<file path="src/rtl/dest_domain.sv">
// rtl/dest_domain.sv - destination-side receiver of the toggle-based CDC link
//
// Purpose:
//   Synchronises the source toggle src2dest_load into CLK. Each level change
//   of the toggle is one transfer event. On an event the module captures
//   src2dest_data into a valid/ready output register and flips the
//   acknowledge toggle. It also counts captured transfers and keeps a sticky
//   overflow flag.
//
// Ports:
//   CLK               in   destination clock
//   RSTn              in   asynchronous active-low reset
//   src2dest_data     in   source data word, stable while the toggle crosses
//   src2dest_load     in   source toggle; each level change is one transfer
//   dest_data_ready   in   consumer accepts dest_data_out while valid is high
//   dest_overflow_clr in   synchronous clear of dest_overflow
//   dest_data_out     out  captured data word
//   dest_data_valid   out  dest_data_out holds an unconsumed word
//   dest2src_ack      out  acknowledge toggle; flips once per captured transfer
//   dest_overflow     out  sticky: a word was overwritten before it was accepted
//   dest_xfer_cnt     out  captured transfer count, wraps

module dest_domain #(
   parameter int DATAWIDTH   = 8,
   parameter int SYNC_STAGES = 2,
   parameter int CNT_WIDTH   = 16
) (
   input  logic                 CLK,
   input  logic                 RSTn,
   input  logic [DATAWIDTH-1:0] src2dest_data,
   input  logic                 src2dest_load,
   input  logic                 dest_data_ready,
   input  logic                 dest_overflow_clr,
   output logic [DATAWIDTH-1:0] dest_data_out,
   output logic                 dest_data_valid,
   output logic                 dest2src_ack,
   output logic                 dest_overflow,
   output logic [CNT_WIDTH-1:0] dest_xfer_cnt
);

   localparam int              WU_W    = $clog2(SYNC_STAGES + 2);
   localparam logic [WU_W-1:0] WU_INIT = WU_W'(SYNC_STAGES + 1);

   logic [SYNC_STAGES-1:0] load_sync;
   logic                   load_prev;
   logic [WU_W-1:0]        warmup;
   logic                   evt;
   logic                   accept;
   logic                   ovf_set;

   // Only load_sync[0] samples the asynchronous toggle.
   always_ff @(posedge CLK or negedge RSTn) begin
      if (!RSTn) begin
         load_sync <= '0;
      end else begin
         load_sync <= {load_sync[SYNC_STAGES-2:0], src2dest_load};
      end
   end

   // load_prev tracks the synchronised level even during warm-up. Any
   // difference seen during warm-up is therefore absorbed. This covers the
   // case where dest resets while the source toggle is already high.
   always_ff @(posedge CLK or negedge RSTn) begin
      if (!RSTn) begin
         load_prev <= 1'b0;
         warmup    <= WU_INIT;
      end else begin
         load_prev <= load_sync[SYNC_STAGES-1];
         if (warmup != '0) begin
            warmup <= warmup - 1'b1;
         end
      end
   end

   assign evt     = (load_sync[SYNC_STAGES-1] ^ load_prev) & (warmup == '0);
   // A word accepted in the same cycle as an event is replaced, so valid stays 1.
   assign accept  = dest_data_valid & dest_data_ready & ~evt;
   assign ovf_set = evt & dest_data_valid & ~dest_data_ready;

   always_ff @(posedge CLK or negedge RSTn) begin
      if (!RSTn) begin
         dest_data_out   <= '0;
         dest_data_valid <= 1'b0;
         dest2src_ack    <= 1'b0;
         dest_xfer_cnt   <= '0;
      end else if (evt) begin
         dest_data_out   <= src2dest_data;
         dest_data_valid <= 1'b1;
         dest2src_ack    <= ~dest2src_ack;
         dest_xfer_cnt   <= dest_xfer_cnt + 1'b1;
      end else if (accept) begin
         dest_data_valid <= 1'b0;
      end
   end

   // Setting the flag takes priority over a clear in the same cycle.
   always_ff @(posedge CLK or negedge RSTn) begin
      if (!RSTn) begin
         dest_overflow <= 1'b0;
      end else if (ovf_set) begin
         dest_overflow <= 1'b1;
      end else if (dest_overflow_clr) begin
         dest_overflow <= 1'b0;
      end
   end

endmodule

</file>
<file path="config.mk">
export PLATFORM = sky130hd
export DESIGN_NAME = dest_domain
export DESIGN_NICKNAME = d
export VERILOG_FILES = /design/src/rtl/dest_domain.sv
export SDC_FILE = /design/constraint.sdc
export NUM_CORES = 1
export LEC_CHECK = 0
export BUFFER_PORTS_ARGS = -buffer_cell sky130_fd_sc_hd__buf_4
export CORE_MARGIN = 10
export CORE_UTILIZATION = 27
export DETAILED_ROUTE_END_ITERATION = 8
export SKIP_CTS_REPAIR_TIMING = 1
export SYNTH_ARGS = -nofsm -noshare
export SYNTH_HDL_FRONTEND = slang
export SYNTH_SLANG_ARGS = --single-unit
</file>
<file path="constraint.sdc">
create_clock -name CLK -period 2.2 [get_ports CLK]
set_input_delay 0.22 -clock CLK [delete_from_list [all_inputs] [get_ports CLK]]
set_output_delay 0.22 -clock CLK [all_outputs]
set_load 0.02 [all_outputs]
</file>
======== After elaboration in Yosys (flattened, before gate mapping) ========
Index checks and enable logic that the tools add are counted.
operators by class
  mux-type cells .......................... 4
  reductions and logical operators ........ 4
  bitwise gates (word level) .............. 9
  equal/unequal tests ..................... 0
  shift-type cells ........................ 0
  $lt $le $gt $ge ......................... 0
  add/sub/neg operators ................... 2
  multipliers ............................. 0
  div/mod/pow operators ................... 0
operators with widths
  kind                                              count
  adder 16 x 1 -> 16 bit, second input constant     1
  nonzero test 2 bit                                3
  AND 1 bit                                         5
  2-to-1 mux 1 bit                                  4
  inverter 1 bit                                    3
  zero test 2 bit                                   1
  subtractor 2 x 1 -> 2 bit, second input constant  1
  bitwise XOR 1 bit                                 1
word-level totals
  RAM bits ................................ 0
  input bits .............................. 13
  output and inout bits ................... 27
  latch bits .............................. 0
  bits in registers ....................... 32
  memories kept ........................... 0
  bits in read-only memories .............. 0
  word-level logic and storage cells ...... 27

======== Logic depth before layout (Yosys ltp) ========
Gate-level depths: netlist (run 1).
  depth after elaboration ................. 6
  gate-level depth with buffers ........... 6
  mapped depth without buffers ............ 6

======== Least setup slack after synthesis (run 1) ========
Ideal clock, no wire load.
  path type ............................... reg2reg
  start ................................... reg dest_xfer_cnt[0]
  end ..................................... reg dest_xfer_cnt[12]
  slack ................................... 675 ps
  library setup time ...................... 129 ps
  cell stages (with the launch flop) ...... 6
  data arrival time ....................... 1396 ps
  cells stage by stage .................... dfrtp_1 > ha_1 > nand3_1 > nor4b_4 > nand3_1 > xnor2_1
between the ends
  word-level cells in the longest chain between the ends .. 1
ends and longest elaborated chain
  item                    line  source
  start, declared         38    output logic [CNT_WIDTH-1:0] dest_xfer_cnt
  start signal, assigned  90    dest_xfer_cnt <= dest_xfer_cnt + 1'b1;
  adder 16 x 1 -> 16 bit  90
Every way passes these cells.
A chain may end at the register's enable or synchronous reset.

======== Final worst setup path (run 1) ========
  start ................................... reg warmup[0]
  end ..................................... reg dest_xfer_cnt[11]
between the ends
  word-level cells in the longest chain between the ends .. 2
ends and longest elaborated chain
  item                    line  source
  start, declared         46    logic [WU_W-1:0] warmup;
  start signal, assigned  70    warmup <= warmup - 1'b1;
  zero test 2 bit         75    assign evt = (load_sync[SYNC_STAGES-1] ^ load_prev) & (warmup == '0);
  AND 1 bit               75
Every way passes these cells.

==> impl_metrics.toml, run 1 <==
[place]
globalplace.congestion = 0.749
portBuffers = 39
dp.cells = 205
placed_area_um2 = 1660
dp_hpwl_mm = 2.15

[finish]
nets = 174
drive_gt1_frac = 0.313
antennaDiodeCount = 0
final_cells = 214
ff_latch_area_um2 = 803
n_fill_cell = 481
stdcell_area_um2 = 1760
final_core_util = 0.375
multiInputGateArea_um2 = 483
final_cell_mix = "buf_4, nand2_1, dfrtp_1"
syn_to_final_growth_pct = 34.6
layout_commonest_cell = "buf_4"

[clock_network]
clock_latency_ns = 0.28
cts-htree-levels = 2
clock_sinks = 32
cts_made_buffers = 5
cts_tree = "yes"
clkTransAtPathRegs_ns = 0.06
cts_buffer_depth = 2
root_buffer = "clkbuf_8"

[routing]
drc = 0
vias = 910
viasPerCell = 4.25
ant_nets = 0
wirelength_mm = 2.85
drt_iter0_markers = 40
drt_pre_antenna_iters = 3
wl_per_cell_um = 13.3

[worst_setup_path]
reg2reg_depth = 6
critPathMaxFanout = 7
rrSetupSlack_ns = 0.63
cp.arrival_ns = 1.74
r2r-end = "dest_xfer_cnt[11]"
timing.rr.start = "warmup[0]"
end_kind = "flop"
startpoint_type = "flop"
worstPathRequired_ns = 2.37
worst-setup-path-type = "reg -> reg"

[sta]
slew_headroom = 0.672
clock_skew_ns = 0.00606
tns_ns = 0
final_hold_viol_count = 0
setup_viol = 0
fin_crit_ns = 1.57
maxSlewViolCount = 0
tightest_slew_ns = 0.491
fin_crit_sh = 0.713
rsz0062_at_grt = "false"
max_freq_mhz = 637

[grt]
grt_max_degree = 33
grt_usage = 0.0810
grt_pass1_wl_mm = 4.85
antenna_found_initial = 0
grt-ovfl-total = 0
grt_pass1_vias = 966

[logic_synthesis]
ys_seq_elements = 32
mappedNetlistArea_um2 = 1310
ys_types = 22
yosys_warnings = 0
yosysSeqAreaShare = 0.615
syn_avg_cell_area_um2 = 11.5
syn-num-nets = 129
syn_inst = 114

[floorplanning]
dieArea_um2 = 8020
rows = 25
die_x_um = 89.6
die_h_um = 89.6
io_pins = 40
start_util = 0.278
coreArea_um2 = 4690

[power_and_ir_drop]
power_density_nw_per_um2 = 968
leakage_nw = 0.912
p_total_mw = 1.70
ir_worst_vdd_mv = 0.397

[hold_path]
hp-start = "src2dest_load"
hp-class = "in -> reg"
hold_depth = 1
hold-path-endpoint = "load_sync[0]"

[flow_run]
drv_cap = 0

[run_status]
status = "complete, no violations"
-- flip-flops by register name, indices dropped and copies added, names as in the netlist --
signal           count
dest_data_out        8
load_prev            1
warmup               2
dest_data_valid      1
dest_xfer_cnt       16
dest2src_ack         1
load_sync            2
dest_overflow        1
-- worst max-delay path, cell delays in order, from the launching register on --
cell and delay, ns:
dfstp_2 0.53, inv_1 0.04, ha_1 0.26, nand4_1 0.20, nor3_4 0.07, and3_1 0.21
xor2_1 0.13
-- worst max path at each step --
stage                      from                end  slack, ns  depth (start not counted)
2_1_floorplan  dest_xfer_cnt[0]  dest_xfer_cnt[12]       0.67                          5
3_3_place_gp          warmup[0]  dest_xfer_cnt[12]       0.66                          6
3_5_place_dp          warmup[0]  dest_xfer_cnt[12]       0.62                          6
4_1_cts               warmup[0]   dest_xfer_cnt[9]       0.62                          6
5_1_grt               warmup[1]  dest_xfer_cnt[11]       0.43                          6
6_report              warmup[0]  dest_xfer_cnt[11]       0.63                          6
-- kinds of logic after synthesis --
kind of cell	after synthesis	share of synthesized area
buffers and inverters	5	0.0153
flip-flops	32	0.615
XOR/XNOR	19	0.133
AO/OA/AOI/OAI	2	0.00862
adder cells (fa/ha/maj)	2	0.0192
AND/OR/NAND/NOR	54	0.209
-- area by class of cell --
class / count / share of cell area
inverters: 3 / 0.00641
multi-input cells: 77 / 0.275
flip-flops and latches: 32 / 0.457
clock buffers: 8 / 0.0512
repair buffers: 40 / 0.172
well taps: 54 / 0.0384
-- where the power goes --
part           leakage [nW]  total (mW)  internal [mW]  switching, mW
Sequential            0.401       0.788          0.683          0.105
Combinational         0.466       0.454          0.200          0.254
Clock                0.0455       0.460          0.255          0.205
Total                 0.912        1.70           1.14          0.563
-- stage by stage --
stage	setup slack, ns	hold WS [ns]
after floorplan	0.675	-0.0756
after global placement	0.658	0.181
after detailed placement	0.622	0.185
after CTS	0.618	-0.131
after global routing	0.426	0.0365
final	0.631	0.0471
-- cell usage after synthesis --
cell type  instances  area, um2
and2_1             1       6.26
xor2_1             8       70.1
nor3_4             1       16.3
nand4_1            3       18.8
inv_1              3       11.3
nand2b_1           1       6.26
nand3_1            4       20.0
dfrtp_1           30        751
and3_1             5       31.3
ha_1               2       25.0
clkbuf_1           1       3.75
nand2_1           34        128
dfstp_2            2       52.6
o21ai_0            1       5.00
xnor2_2            1       16.3
nor4b_4            1       23.8
nor4b_1            1       8.76
nor3_1             2       10.0
xnor2_1           10       87.6
buf_2              1       5.00
o22ai_1            1       6.26
nor2_1             1       3.75
-- routing by layer --
layer / GRT usage / vias to the layer above / wire length (um)
li1: - / 460 / -
met1: 0.0977 / 414 / 1300
met2: 0.116 / 29 / 1250
met4: 0.0477 / 0 / 65
met5: 0 / - / 0
met3: 0.0356 / 7 / 246
Power figures use the tool's default switching activity.
==> run 2: changes to the inputs <==
Clock period 2.2 ns to 1.3 ns, I/O delays scaled along.
==> run 2 against run 1 <==
The run now ends with negative setup slack left. Hold slack worse by 0.017 ns. Register-to-register slack worse by 0.75 ns. Die area stayed put. Wire length is 14% higher. Sequential power is 65% higher. Total power is 94% higher. Global-route usage is 0.31 points higher. Worst setup slack worse by 0.75 ns. Combinational power grew to 2.7 times the previous value.
==> impl_metrics.toml, run 2 (same netlist as run 1, synthesis figures left out) <==
[clock_network]
cts_buffer_depth = 2
root_buffer = "clkbuf_8"
clock_latency_ns = 0.28
clkTransAtPathRegs_ns = 0.06
cts_made_buffers = 5
cts-htree-levels = 2
cts_tree = "yes"
clock_sinks = 32

[hold_path]
hold-path-endpoint = "dest_data_out[4]"
hp-start = "src2dest_data[4]"
hp-class = "in -> reg"
hold_depth = 3

[floorplanning]
die_x_um = 89.6
coreArea_um2 = 4690
die_h_um = 89.6
dieArea_um2 = 8020
start_util = 0.278
io_pins = 40
rows = 25

[worst_setup_path]
critPathMaxFanout = 5
rrSetupSlack_ns = -0.12
crit_slowest_cell = "dfstp_2"
startpoint = "warmup[0]"
timing.rr.start = "warmup[0]"
cp.arrival_ns = 1.58
end_kind = "flop"
reg2reg_depth = 6
startpoint_type = "flop"
crit_chain = "inv_2, ha_4, nand4_1, nor3_4, and3_1, xor2_1"
worstPathRequired_ns = 1.46
r2r-end = "dest_xfer_cnt[9]"
max_stage_delay_ns = 0.54
worst-setup-path-type = "reg -> reg"

[finish]
multiInputGateArea_um2 = 608
layout_commonest_cell = "buf_4"
final_cell_mix = "buf_4, nand2_1, dfrtp_1"
nets = 197
syn_to_final_growth_pct = 61.6
drive_gt1_frac = 0.568
n_fill_cell = 451
largest_reg_flops = 16
ff_latch_area_um2 = 813
stdcell_area_um2 = 2110
largest-register = "dest_xfer_cnt"
reg.largest.list = "dest_xfer_cnt: 16 flops, dest_data_out: 8 flops"
antennaDiodeCount = 0

[grt]
grt_pass1_vias = 1121
grt-ovfl-total = 0
antenna_found_initial = 0
grt_pass1_wl_mm = 5.15
grt_usage = 0.0841
grt_max_degree = 33

[flow_run]
drv_cap = 0

[run_status]
status = "finished, violations left"
violations = "negative setup slack"

[routing]
viasPerCell = 4.40
ant_nets = 0
wirelength_mm = 3.26
drc = 0
wl_per_cell_um = 13.7
drt_iter0_markers = 27
drt_pre_antenna_iters = 4
vias = 1042

[sta]
tightest_slew_ns = 0.407
rsz0062_at_grt = "true"
final_hold_viol_count = 0
setup_viol = 19
worst_slack_ns = -0.116
tns_ns = -1.35
fin_crit_ns = 1.42
slew_headroom = 0.729
fin_crit_sh = 1.09
max_freq_mhz = 706
maxSlewViolCount = 0
clock_skew_ns = 0.00539

[place]
dp_hpwl_mm = 2.36
globalplace.congestion = 0.819
portBuffers = 39
placed_area_um2 = 1870

[power_and_ir_drop]
leakage_nw = 1.07
ir_worst_vdd_mv = 0.962
power_density_nw_per_um2 = 1560
[run 2: cell count changes in the layout (fill, tap and decap cells not counted), moves of 4 or more]
| cell | before | now |
|---|---|---|
| buf_4 | 39 | 58 |
| nand2_1 | 34 | 22 |
| dfrtp_1 | 30 | 22 |
| dfrtp_2 | 0 | 8 |
| nand2_2 | 0 | 8 |
| nand2_4 | 0 | 4 |
[run 2: layout make-up]
class,count,area share
Sequential cell,32,0.385
Multi-Input combinational cell,77,0.288
Timing Repair Buffer,63,0.247
Clock buffer,8,0.0427
Tap cell,54,0.0320
Inverter,3,0.00533
[run 2: report_power, final]
part	leakage (nW)	switching, mW	internal [mW]	total, mW
sequential	0.391	0.132	1.17	1.30
combinational	0.631	0.619	0.608	1.23
clock	0.0455	0.340	0.431	0.771
[run 2: worst max-delay path, delay by kind of cell, from the launching register on]
kind,cells,cell delay (ns)
xor+xnor,1,0.14
fa+ha+maj,1,0.16
buf+inv,1,0.04
flops,1,0.54
simple gates,3,0.41
[run 2: how the worst max path moves through the flow]
stage	cells after the start	slack [ns]	to
final	6	-0.12	dest_xfer_cnt[9]
after global placement	6	-0.07	dest_xfer_cnt[9]
after floorplan	6	-0.09	dest_xfer_cnt[9]
after detailed placement	6	-0.10	dest_xfer_cnt[9]
after CTS	6	-0.12	dest_xfer_cnt[9]
after global routing	6	-0.21	dest_xfer_cnt[9]
[run 2: routing by layer]
layer  track usage  part of all wire  vias up
met4        0.0390             0.016        0
met1        0.0943              0.41      499
met2         0.133              0.49       31
met3        0.0383             0.076        7
li1              -                 -      505
met5             0                 0        -
[run 2: stage by stage]
step | utilization | setup slack [ns] | instances | hold WS, ns | power (mW)
floorplan | - | -0.0940 | 114 | -0.166 | 1.80
CTS | 0.418 | -0.119 | 233 | -0.215 | 3.19
finish | 0.450 | -0.116 | 237 | 0.0301 | 3.30
global route | 0.450 | -0.214 | 237 | 0.0324 | 3.50
global placement | 0.399 | -0.0704 | 225 | 0.0849 | 2.38
detailed placement | 0.399 | -0.101 | 225 | 0.0955 | 2.40
==> run 3: changes to the inputs <==
Settings changed: CORE_UTILIZATION 27 to 30.
Clock period 1.3 ns to 1.45 ns, I/O delays scaled along.
==> run 3 against run 2 <==
The flow now finishes without violations. Cell count decreased by 6.3%. Non-clock buffer count down 11. Maximum frequency increased by 0.25%.
==> impl_metrics.toml, run 3 (same netlist as run 1, synthesis figures left out) <==
[finish]
reg.largest.list = "dest_xfer_cnt: 16 flops, dest_data_out: 8 flops"
largest-register = "dest_xfer_cnt"
layout_commonest_cell = "buf_4"
nets = 186
final_cell_mix = "buf_4, nand2_1, dfrtp_1"
n_fill_cell = 404
multiInputGateArea_um2 = 520
syn_to_final_growth_pct = 45.5
ff_latch_area_um2 = 808
antennaDiodeCount = 0
final_core_util = 0.462
drive_gt1_frac = 0.407
largest_reg_flops = 16

[worst_setup_path]
critPathMaxFanout = 5
startpoint_type = "flop"
startpoint = "warmup[0]"
timing.rr.start = "warmup[0]"
worstPathRequired_ns = 1.61
worst-setup-path-type = "reg -> reg"
crit_chain = "inv_2, ha_4, nand4_1, nor3_4, and3_1, xor2_1"
end_kind = "flop"
crit_slowest_cell = "dfstp_2"
max_stage_delay_ns = 0.54
worst_path_dominant_cell_family = "flip-flops"
crit_buf_inv = 1
cp.arrival_ns = 1.57

[clock_network]
clkTransAtPathRegs_ns = 0.06
clock_sinks = 32
cts-htree-levels = 2
clock_latency_ns = 0.28
cts_made_buffers = 5
root_buffer = "clkbuf_8"
cts_buffer_depth = 2
cts_tree = "yes"

[routing]
vias = 993
drc = 0
wirelength_mm = 3.14
drt_iter0_markers = 27
drt_pre_antenna_iters = 2
wl_per_cell_um = 14.2
viasPerCell = 4.47
ant_nets = 0

[sta]
tightest_slew_ns = 0.410
fin_crit_ns = 1.41
maxSlewViolCount = 0
fin_crit_sh = 0.974
slew_headroom = 0.727
tns_ns = 0
clock_skew_ns = 0.00724
setup_viol = 0
final_hold_viol_count = 0
max_freq_mhz = 708
worst_slack_ns = 0.0377
rsz0062_at_grt = "true"

[power_and_ir_drop]
power_density_nw_per_um2 = 1440
leakage_nw = 0.975
ir_worst_vdd_mv = 0.981

[grt]
grt_pass1_vias = 1147
grt_max_degree = 33
grt_pass1_wl_mm = 5.31
grt_usage = 0.0888
antenna_found_initial = 0
grt-ovfl-total = 0

[hold_path]
hp-start = "dest_overflow_clr"
hp-class = "in -> reg"

[floorplanning]
dieArea_um2 = 7390
coreArea_um2 = 4120
start_util = 0.317
die_h_um = 86.0
io_pins = 40
die_x_um = 86.0
rows = 23

[place]
dp_hpwl_mm = 2.30
portBuffers = 39
globalplace.congestion = 0.700
pre_cts_ws_ns = -0.00364

[flow_run]
drv_cap = 0

[run_status]
status = "complete, no violations"
==> run 3: final cells by class <==
cell class / count / area share
Multi-Input combinational cell: 77 / 0.274
Clock buffer: 8 / 0.0474
Timing Repair Buffer: 52 / 0.215
Sequential cell: 32 / 0.425
Inverter: 3 / 0.00592
Tap cell: 50 / 0.0329
==> run 3: through the flow <==
stage	instance area (um2)	hold WS [ns]	instances	total power, mW
6_report	1900	0.0546	222	2.75
5_1_grt	1900	0.0626	222	2.94
4_1_cts	1840	-0.202	219	2.78
3_5_place_dp	1750	0.113	211	2.07
3_3_place_gp	1750	0.0956	211	2.05
2_1_floorplan	1320	-0.151	114	1.58
==> run 3: power by group <==
| part | leakage [nW] | switching, mW | internal [mW] |
|---|---|---|---|
| Clock | 0.0455 | 0.302 | 0.386 |
| Combinational | 0.533 | 0.476 | 0.432 |
| Sequential | 0.397 | 0.108 | 1.04 |
| Total | 0.975 | 0.886 | 1.86 |
==> run 3: metal layers <==
layer	global-route usage	vias up	routed length, um
li1	-	481	-
met1	0.0905	479	1200
met2	0.149	27	1610
met3	0.0473	6	299
met4	0.0359	0	33
met5	0	-	0
==> run 3: worst paths after layout <==
check	cells after the start	end	slack [ns]
max	6	dest_xfer_cnt[9]	0.04
min	2	dest_overflow	0.05
max reg2reg	6	dest_xfer_cnt[9]	0.04
min reg2reg	0	load_sync[1]	0.36
max in group asynchronous	2	warmup[1]	0.78
min in group asynchronous	2	dest_xfer_cnt[12]	0.33
